## src/rtl/pulse_event_accumulator.sv

```systemverilog
// Counts single-cycle event pulses over a fixed window, or until a threshold is reached, and
// reports each non-zero count on a valid/ready interface. Pulses that arrive while a report is stalled are kept, saturating.
module pulse_event_accumulator #(
    parameter int unsigned CNT_W  = 8,
    parameter int unsigned WINDOW = 16,
    parameter int unsigned THRESH = 8
) (
    input  logic             clk_b,
    input  logic             rst,
    input  logic             pulse_in,
    input  logic             enable,
    output logic [CNT_W-1:0] evt_count,
    output logic             evt_valid,
    input  logic             evt_ready,
    output logic             evt_ovf,
    output logic             busy
);

    localparam int unsigned TW = $clog2(WINDOW);

    typedef enum logic [1:0] {IDLE, ACCUM, HOLD} state_t;

    state_t           state_q, state_d;
    logic [CNT_W-1:0] acc_q, acc_d;
    logic [TW-1:0]    timer_q, timer_d;
    logic             ovf_q, ovf_d;
    logic [CNT_W-1:0] evt_count_q, evt_count_d;
    logic             evt_valid_q, evt_valid_d;
    logic             evt_ovf_q, evt_ovf_d;
    logic             busy_q, busy_d;

    logic             sat;
    logic [CNT_W-1:0] acc_next;
    logic             trig;

    always_comb begin
        sat      = pulse_in && (acc_q == '1);
        acc_next = sat ? acc_q : acc_q + {{(CNT_W-1){1'b0}}, pulse_in};
        trig     = (acc_next >= CNT_W'(THRESH)) || (timer_q == TW'(WINDOW - 1));

        state_d     = state_q;
        acc_d       = acc_q;
        timer_d     = timer_q;
        ovf_d       = ovf_q;
        evt_count_d = evt_count_q;
        evt_valid_d = evt_valid_q;
        evt_ovf_d   = evt_ovf_q;

        case (state_q)
            IDLE: begin
                acc_d   = '0;
                timer_d = '0;
                ovf_d   = 1'b0;
                if (enable) state_d = ACCUM;
            end
            ACCUM: begin
                if (!enable) begin
                    acc_d   = '0;
                    timer_d = '0;
                    ovf_d   = 1'b0;
                    state_d = IDLE;
                end else if (trig && (acc_next != '0)) begin
                    evt_count_d = acc_next;
                    evt_ovf_d   = ovf_q | sat;
                    evt_valid_d = 1'b1;
                    acc_d       = '0;
                    timer_d     = '0;
                    ovf_d       = 1'b0;
                    state_d     = HOLD;
                end else if (trig) begin
                    // Empty window: restart the window without emitting a zero report.
                    timer_d = '0;
                end else begin
                    acc_d   = acc_next;
                    timer_d = timer_q + 1'b1;
                    ovf_d   = ovf_q | sat;
                end
            end
            HOLD: begin
                acc_d = acc_next;
                ovf_d = ovf_q | sat;
                if (evt_ready) begin
                    evt_valid_d = 1'b0;
                    timer_d     = '0;
                    if (enable) begin
                        state_d = ACCUM;
                    end else begin
                        acc_d   = '0;
                        ovf_d   = 1'b0;
                        state_d = IDLE;
                    end
                end
            end
            default: state_d = IDLE;
        endcase

        busy_d = (state_d != IDLE);
    end

    always_ff @(posedge clk_b or negedge rst) begin
        if (!rst) begin
            state_q     <= IDLE;
            acc_q       <= '0;
            timer_q     <= '0;
            ovf_q       <= 1'b0;
            evt_count_q <= '0;
            evt_valid_q <= 1'b0;
            evt_ovf_q   <= 1'b0;
            busy_q      <= 1'b0;
        end else begin
            state_q     <= state_d;
            acc_q       <= acc_d;
            timer_q     <= timer_d;
            ovf_q       <= ovf_d;
            evt_count_q <= evt_count_d;
            evt_valid_q <= evt_valid_d;
            evt_ovf_q   <= evt_ovf_d;
            busy_q      <= busy_d;
        end
    end

    assign evt_count = evt_count_q;
    assign evt_valid = evt_valid_q;
    assign evt_ovf   = evt_ovf_q;
    assign busy      = busy_q;

endmodule

```

## config.mk

```make
export PLATFORM = sky130hd
export DESIGN_NAME = pulse_event_accumulator
export DESIGN_NICKNAME = d
export VERILOG_FILES = /design/src/rtl/pulse_event_accumulator.sv
export SDC_FILE = /design/constraint.sdc
export NUM_CORES = 1
export LEC_CHECK = 0
export CORE_MARGIN = 5
export CORE_UTILIZATION = 40
export DETAILED_ROUTE_END_ITERATION = 10
export DONT_BUFFER_PORTS = 1
export GPL_TIMING_DRIVEN = 1
export HOLD_SLACK_MARGIN = 0.06
export PLACE_DENSITY = 0.64
export SYNTH_ARGS = -nofsm -noshare
export SYNTH_HDL_FRONTEND = slang
export SYNTH_SLANG_ARGS = --single-unit
```

## constraint.sdc

```tcl
create_clock -name clk_b -period 2.9 [get_ports clk_b]
set_input_delay 0.145 -clock clk_b [delete_from_list [all_inputs] [get_ports clk_b]]
set_output_delay 0.145 -clock clk_b [all_outputs]
set_load 0.01 [all_outputs]
```

[Word level (Yosys, flattened, before mapping)]
Index checks and enable logic that the tools add are counted.
Cells by class
  equality and inequality tests: 8
  reductions and logical operators: 12
  bitwise logic cells: 1
  magnitude comparators: 1
  add/sub/neg operators: 2
  muxes and demuxes: 28
Operators by type and width (count)
  two-way mux 8 bit: 6
  one-hot mux 8 bit (3 select lines): 1
  two-way mux 4 bit: 4
  one-hot mux 4 bit (3 select lines): 1
  two-way mux 1 bit: 9
  adder 8 x 1 -> 8 bit: 1
  == test 8 bit, second input constant: 1
  greater-or-equal comparator 8 x 4 -> 1 bit, second input constant: 1
  two-way mux 2 bit: 4
  nonzero test 8 bit: 1
  != test 2 bit, second input constant: 3
  one-hot mux 2 bit (3 select lines): 1
  adder 4 x 1 -> 4 bit, second input constant: 1
  == test 4 bit, second input constant: 1
  != test 4 bit, second input constant: 1
  AND reduction 2 bit: 2
  AND reduction 4 bit: 1
  nonzero test 2 bit: 2
  one-hot mux 1 bit (3 select lines): 1
  AND reduction 3 bit: 1
  nonzero test 3 bit: 1
  == test 2 x 1 -> 1 bit, second input constant: 1
  == test 2 bit, second input constant: 1
  logical AND 1 bit: 2
  4 further kinds: 4
Storage, ports and cells
  output and inout port bits: 11
  bits of input ports: 5
  register bits after elaboration: 26

[Depth between registers and ports, before layout]
  depth after elaboration: 10
  depth in mapped cells: 10
  depth with buffers taken out: 8

[Least setup slack after synthesis]
OpenSTA, ideal clock, no wires.
  kind: register -> register
  start point: reg acc_q[0]
  end point: reg acc_q[5]
  data required time: 2779 ps
  clock period less this slack: 2299 ps
  library setup time: 121 ps
  arrival time: 2178 ps
  stages on the path, launching flop included: 10
  slack: 601 ps
  path through: dfrtp_1 -> ha_1 -> ha_1 -> a311oi_1 -> a31o_1 -> o311ai_2 -> o41ai_4 -> buf_6 -> nor2_2 -> o22a_1
On the way
  longest elaborated chain between the ends: 9
Ends and longest elaborated chain
  start: declaration: RTL line 24  | logic [CNT_W-1:0] acc_q, acc_d;
  start signal: assignment: RTL line 103  | acc_q <= '0;
  start signal: assignment: RTL line 112  | acc_q <= acc_d;
  branches (longest 2 deep; another with adder 8 x 1 -> 8 bit)
  two-way mux 8 bit *: RTL line 38  | acc_next = sat ? acc_q : acc_q + {{(CNT_W-1){1'b0}}, pulse_in};
  greater-or-equal comparator 8 x 4 -> 1 bit: RTL line 39  | trig = (acc_next >= CNT_W'(THRESH)) || (timer_q == TW'(WINDOW - 1));
  logical OR 1 bit: RTL line 39
  logical AND 1 bit: RTL line 62  | end else if (trig && (acc_next != '0)) begin
  two-way mux 8 bit: RTL line 62
  two-way mux 8 bit: RTL line 57  | if (!enable) begin
  one-hot mux 8 bit (3 select lines): RTL line 49  | case (state_q)
Mark *: on every way between the ends. The select of a mux whose other input is x is not followed.
A chain may end at the register's enable or synchronous reset.

[Worst setup path in the final report]
  start point: reg acc_q[0]
  end point: reg evt_valid_q (netlist: evt_valid)
On the way
  longest elaborated chain between the ends: 8
Ends and longest elaborated chain
  branches (longest 2 deep; another with adder 8 x 1 -> 8 bit)
  two-way mux 8 bit *: RTL line 38
  greater-or-equal comparator 8 x 4 -> 1 bit: RTL line 39
  logical OR 1 bit: RTL line 39
  logical AND 1 bit *: RTL line 62
  != test 2 bit (no line) *
  AND reduction 4 bit (no line) *
  end signal: assignment: RTL line 116  | evt_valid_q <= evt_valid_d;
  end: declaration: RTL line 28  | logic evt_valid_q, evt_valid_d;
Mark *: on every way between the ends.

==> qor_table.md <==
| Item | This run |
| --- | --- |
| Largest stage delay on the critical path | 0.43 ns |
| Required arrival time at the worst endpoint | 3.07 ns |
| Share of the clock period used by the worst path after layout | 0.887 |
| Post-route DRC violation count | 0 |
| Compound-Gate Fraction of Synth Area | 0.241 |
| Slew Viols, Final | 0 |
| Maximum vdd ir drop | 0.287 mV |
| GPL Wtd Cong | 0.903 |
| Post-detailed-route via-to-cell ratio | 5.88 |
| PD cells | 509 mW/mm^2 |
| Synth Area in XOR/XNOR | 0.00533 |
| Number of DRC violations after detailed-routing iteration 0 | 63 |
| EDFF count, synth | 0 |
| Antenna violations before repair | 0 |
| Number of instances in the synthesized netlist | 175 |
| Number of warning messages in the yosys log | 0 |
| Total number of nets in the final design | 190 |
| Worst slew margin relative to its limit | 0.728 |
| Reported max-cap violation count | 0 |
| Setup crit end kind | flop |
| Num Clock Sinks | 26 |
| Post-CTS Setup Inserts | 0 |
| First-pass iteration count of the detailed router | 4 |
| Starting density of the core | 0.411 |
| Sort of element at the start of the critical path | flop |
| Detail-routed net length per standard cell | 17.1 um |
| Average footprint of a synthesized cell | 9.39 um^2 |
| Synth Net Count | 188 |
| Measured slew at the worst slew-check pin | 0.409 ns |
| Worst hold path type | in -> reg |
| GRT Resource Usage Total | 0.149 |
| Largest net degree at the start of global routing | 27 |
| Area of all placed cells without fillers | 0.00176 mm^2 |
| Cell family with the largest share of critical-path delay | compound AO/OA/AOI/OAI gates |
| Combinational family with the most area after synthesis | compound AO/OA/AOI/OAI gates |
| Fmax | 389 MHz |
| Total detailed-routing wirelength | 3870 um |
| Synthesized-area fraction occupied by and/or/nand/nor cells | 0.209 |
| Most used DFF post-synth | sky130_fd_sc_hd__dfrtp_1 |
| Placeable core region | 0.00400 mm^2 |
| WP data arrival | 2.74 ns |
| Unrepaired setup endpoints after global routing | false |
| Top-Level Pins | 16 |
| Sequential element share of the synthesized area | 0.396 |
| Post-cts resize count | 0 |
| Share of async-settable or async-resettable flops after synthesis | 1.00 |
| Largest fanout on the critical path | 12 |
| Result of the run | finished, final reports clean |
| Sum of overflow across all layers after global routing | 0 |
| Class of the most critical setup path | reg -> reg |
| Count of buffer and inverter cells on the critical path | 1 |
| Sequence of cells on the critical path | ha_1 > ha_1 > a311oi_1 > a31o_1 > o311a_2 > a21o_1 > buf_4 > nor2b_1 > o2bb2ai_1 |
| Num rows | 23 |
| Post-Route Skew | 0.00723 ns |
| Standard cell area after detailed placement | 0.00166 mm^2 |
| Number of global-route vias before repair | 1307 |
| Share of layout cells above drive strength 1 | 0.136 |
| Die Height | 74.1 um |
| Critical path's most frequent cell | sky130_fd_sc_hd__ha_1 |
| Total of endpoints with negative setup slack in the final report | 0 |
| Remaining antenna violation count after routing | 0 |
| TritonCTS clock tree | done |
| Number of buffers created by CTS | 3 |
| Area growth, synth to finish | 6.85% |
| Count of buffers inserted at the top-level ports | 0 |
| Deepest level of the CTS H-tree | 1 |
| Global-route wire length before repair | 6310 um |
| Hold Violations, Final | 0 |
| Count of antenna diodes in the layout | 0 |
| Buffer type at the clock tree root | sky130_fd_sc_hd__clkbuf_8 |
| Clock insertion delay at the later pin of the skew report | 0.27 ns |
| Setup TNS after final layout | 0 ns |
| Post-Synth Adder-Cell Area | 0.0609 |
| Crit path time final | 2.57 ns |
| CTS clk-pin slew, worst paths | 0.10 ns |
| Static leakage | 0.754 nW |
| Number of distinct standard cells referenced by the synthesized netlist | 50 |
| Mux contribution to synthesized area | 0.0183 |
| Combined area of all synthesized cells | 0.00164 mm^2 |
| Horizontal die dimension | 74.1 um |
| Post-detail-place hpwl | 2960 um |
| Maximum buffer depth of the clock tree | 2 |
| Count of vias placed by the detailed router | 1328 |
| Number of synthesized register bits | 26 |
| Die footprint | 0.00549 mm^2 |
| Slowest cell on the critical path | sky130_fd_sc_hd__dfrtp_1 |
## logic make-up after synthesis
group / after synthesis
AOI/OAI and AO/OA: 53
adders and majority gates: 8
muxes: 2
and+or+nand+nor: 66
DFF: 26
xor gates and xnor gates: 1
buffers and inverters: 19
## cell type report
class,count,area (um^2)
multi-input combinational,130,878
clock inverter,1,30.0
fill,392,2240
sequential,26,651
clock buffer,3,41.3
timing repair buffer,5,52.6
tap,50,62.6
inverter,11,41.3
## cells in the final DEF (no fill, tap or decap), types with 2 or more instances in the layout
cell	synthesis	layout
sky130_fd_sc_hd__and4_4	2	2
sky130_fd_sc_hd__dfrtp_1	26	26
sky130_fd_sc_hd__ha_1	8	8
sky130_fd_sc_hd__o211ai_1	2	2
sky130_fd_sc_hd__a21oi_1	10	10
sky130_fd_sc_hd__o21ai_0	7	7
sky130_fd_sc_hd__nor2_1	13	13
sky130_fd_sc_hd__nand4_1	5	5
sky130_fd_sc_hd__o31ai_1	6	6
sky130_fd_sc_hd__or4_1	2	2
sky130_fd_sc_hd__inv_1	10	10
sky130_fd_sc_hd__nand2b_1	2	2
sky130_fd_sc_hd__nand2_1	19	19
sky130_fd_sc_hd__a22o_1	2	2
sky130_fd_sc_hd__o21ai_1	5	5
sky130_fd_sc_hd__a31oi_1	3	3
sky130_fd_sc_hd__o22a_1	2	2
sky130_fd_sc_hd__and3_1	3	3
sky130_fd_sc_hd__clkbuf_8	0	3
sky130_fd_sc_hd__buf_4	1	3
sky130_fd_sc_hd__nor2b_1	2	2
sky130_fd_sc_hd__or2_2	2	2
sky130_fd_sc_hd__mux2_4	2	2
sky130_fd_sc_hd__nand3_1	9	9
## flip-flops by register name, summed over array words and instances, names as in the netlist
signal     count
state_q        2
acc_q          8
busy           1
evt_count      8
timer_q        4
ovf_q          1
evt_ovf        1
evt_valid      1
## final timing paths
check / startpoint / endpoint / slack, ns / depth (start not counted)
hold reg to reg: timer_q[1] / timer_q[1] / 0.51 / 2
hold / removal: evt_ready / evt_valid / 0.09 / 2
setup reg to reg: acc_q[0] / evt_valid / 0.33 / 9
max in group asynchronous: rst / acc_q[2] / 2.45 / 2
min in group asynchronous: rst / acc_q[5] / 0.29 / 2
setup / recovery: acc_q[0] / evt_valid / 0.33 / 9
## cells in the mapped netlist, types with 3 or more instances
cell | n | area [um^2]
sky130_fd_sc_hd__buf_6 | 5 | 56.3
sky130_fd_sc_hd__inv_1 | 10 | 37.5
sky130_fd_sc_hd__dfrtp_1 | 26 | 651
sky130_fd_sc_hd__o21ai_0 | 7 | 35.0
sky130_fd_sc_hd__nand2_1 | 19 | 71.3
sky130_fd_sc_hd__o21ai_1 | 5 | 25.0
sky130_fd_sc_hd__a21oi_1 | 10 | 50.1
sky130_fd_sc_hd__and3_1 | 3 | 18.8
sky130_fd_sc_hd__nand3_1 | 9 | 45.0
sky130_fd_sc_hd__ha_1 | 8 | 100
sky130_fd_sc_hd__a31oi_1 | 3 | 18.8
sky130_fd_sc_hd__o31ai_1 | 6 | 45.0
sky130_fd_sc_hd__nor2_1 | 13 | 48.8
sky130_fd_sc_hd__nand4_1 | 5 | 31.3
## per-stage QoR
| stage | cells | worst slack, ns | utilization | power (mW) | hold slack [ns] |
|---|---|---|---|---|---|
| after floorplan | 175 | 0.601 | - | 0.538 | -0.151 |
| after global placement | 220 | 0.437 | 0.414 | 0.570 | -0.150 |
| after detailed placement | 220 | 0.367 | 0.414 | 0.583 | -0.150 |
| after CTS | 226 | 0.342 | 0.439 | 0.903 | 0.0842 |
| after global routing | 226 | 0.141 | 0.439 | 0.947 | 0.0802 |
| final | 226 | 0.327 | 0.439 | 0.894 | 0.0879 |
## power by group
part	leakage, nW	total [mW]	switching (mW)	internal [mW]
clock	0.0357	0.303	0.118	0.185
combinational	0.361	0.175	0.111	0.0645
sequential	0.357	0.416	0.0292	0.387
total	0.754	0.894	0.258	0.636
## timing repair
item / in CTS / in global routing
endpoints found under the setup margin: 0 / 0
hold endpoints to repair: 26 / 0
hold buffers: 2 / 0
## metal layers
layer	share of wire	GRT usage	up-vias
li1	-	-	645
met1	0.47	0.194	647
met2	0.47	0.240	28
met3	0.045	0.0392	8
met4	0.018	0.0523	0
met5	0	0	-
(Power assumes the default switching activity.)
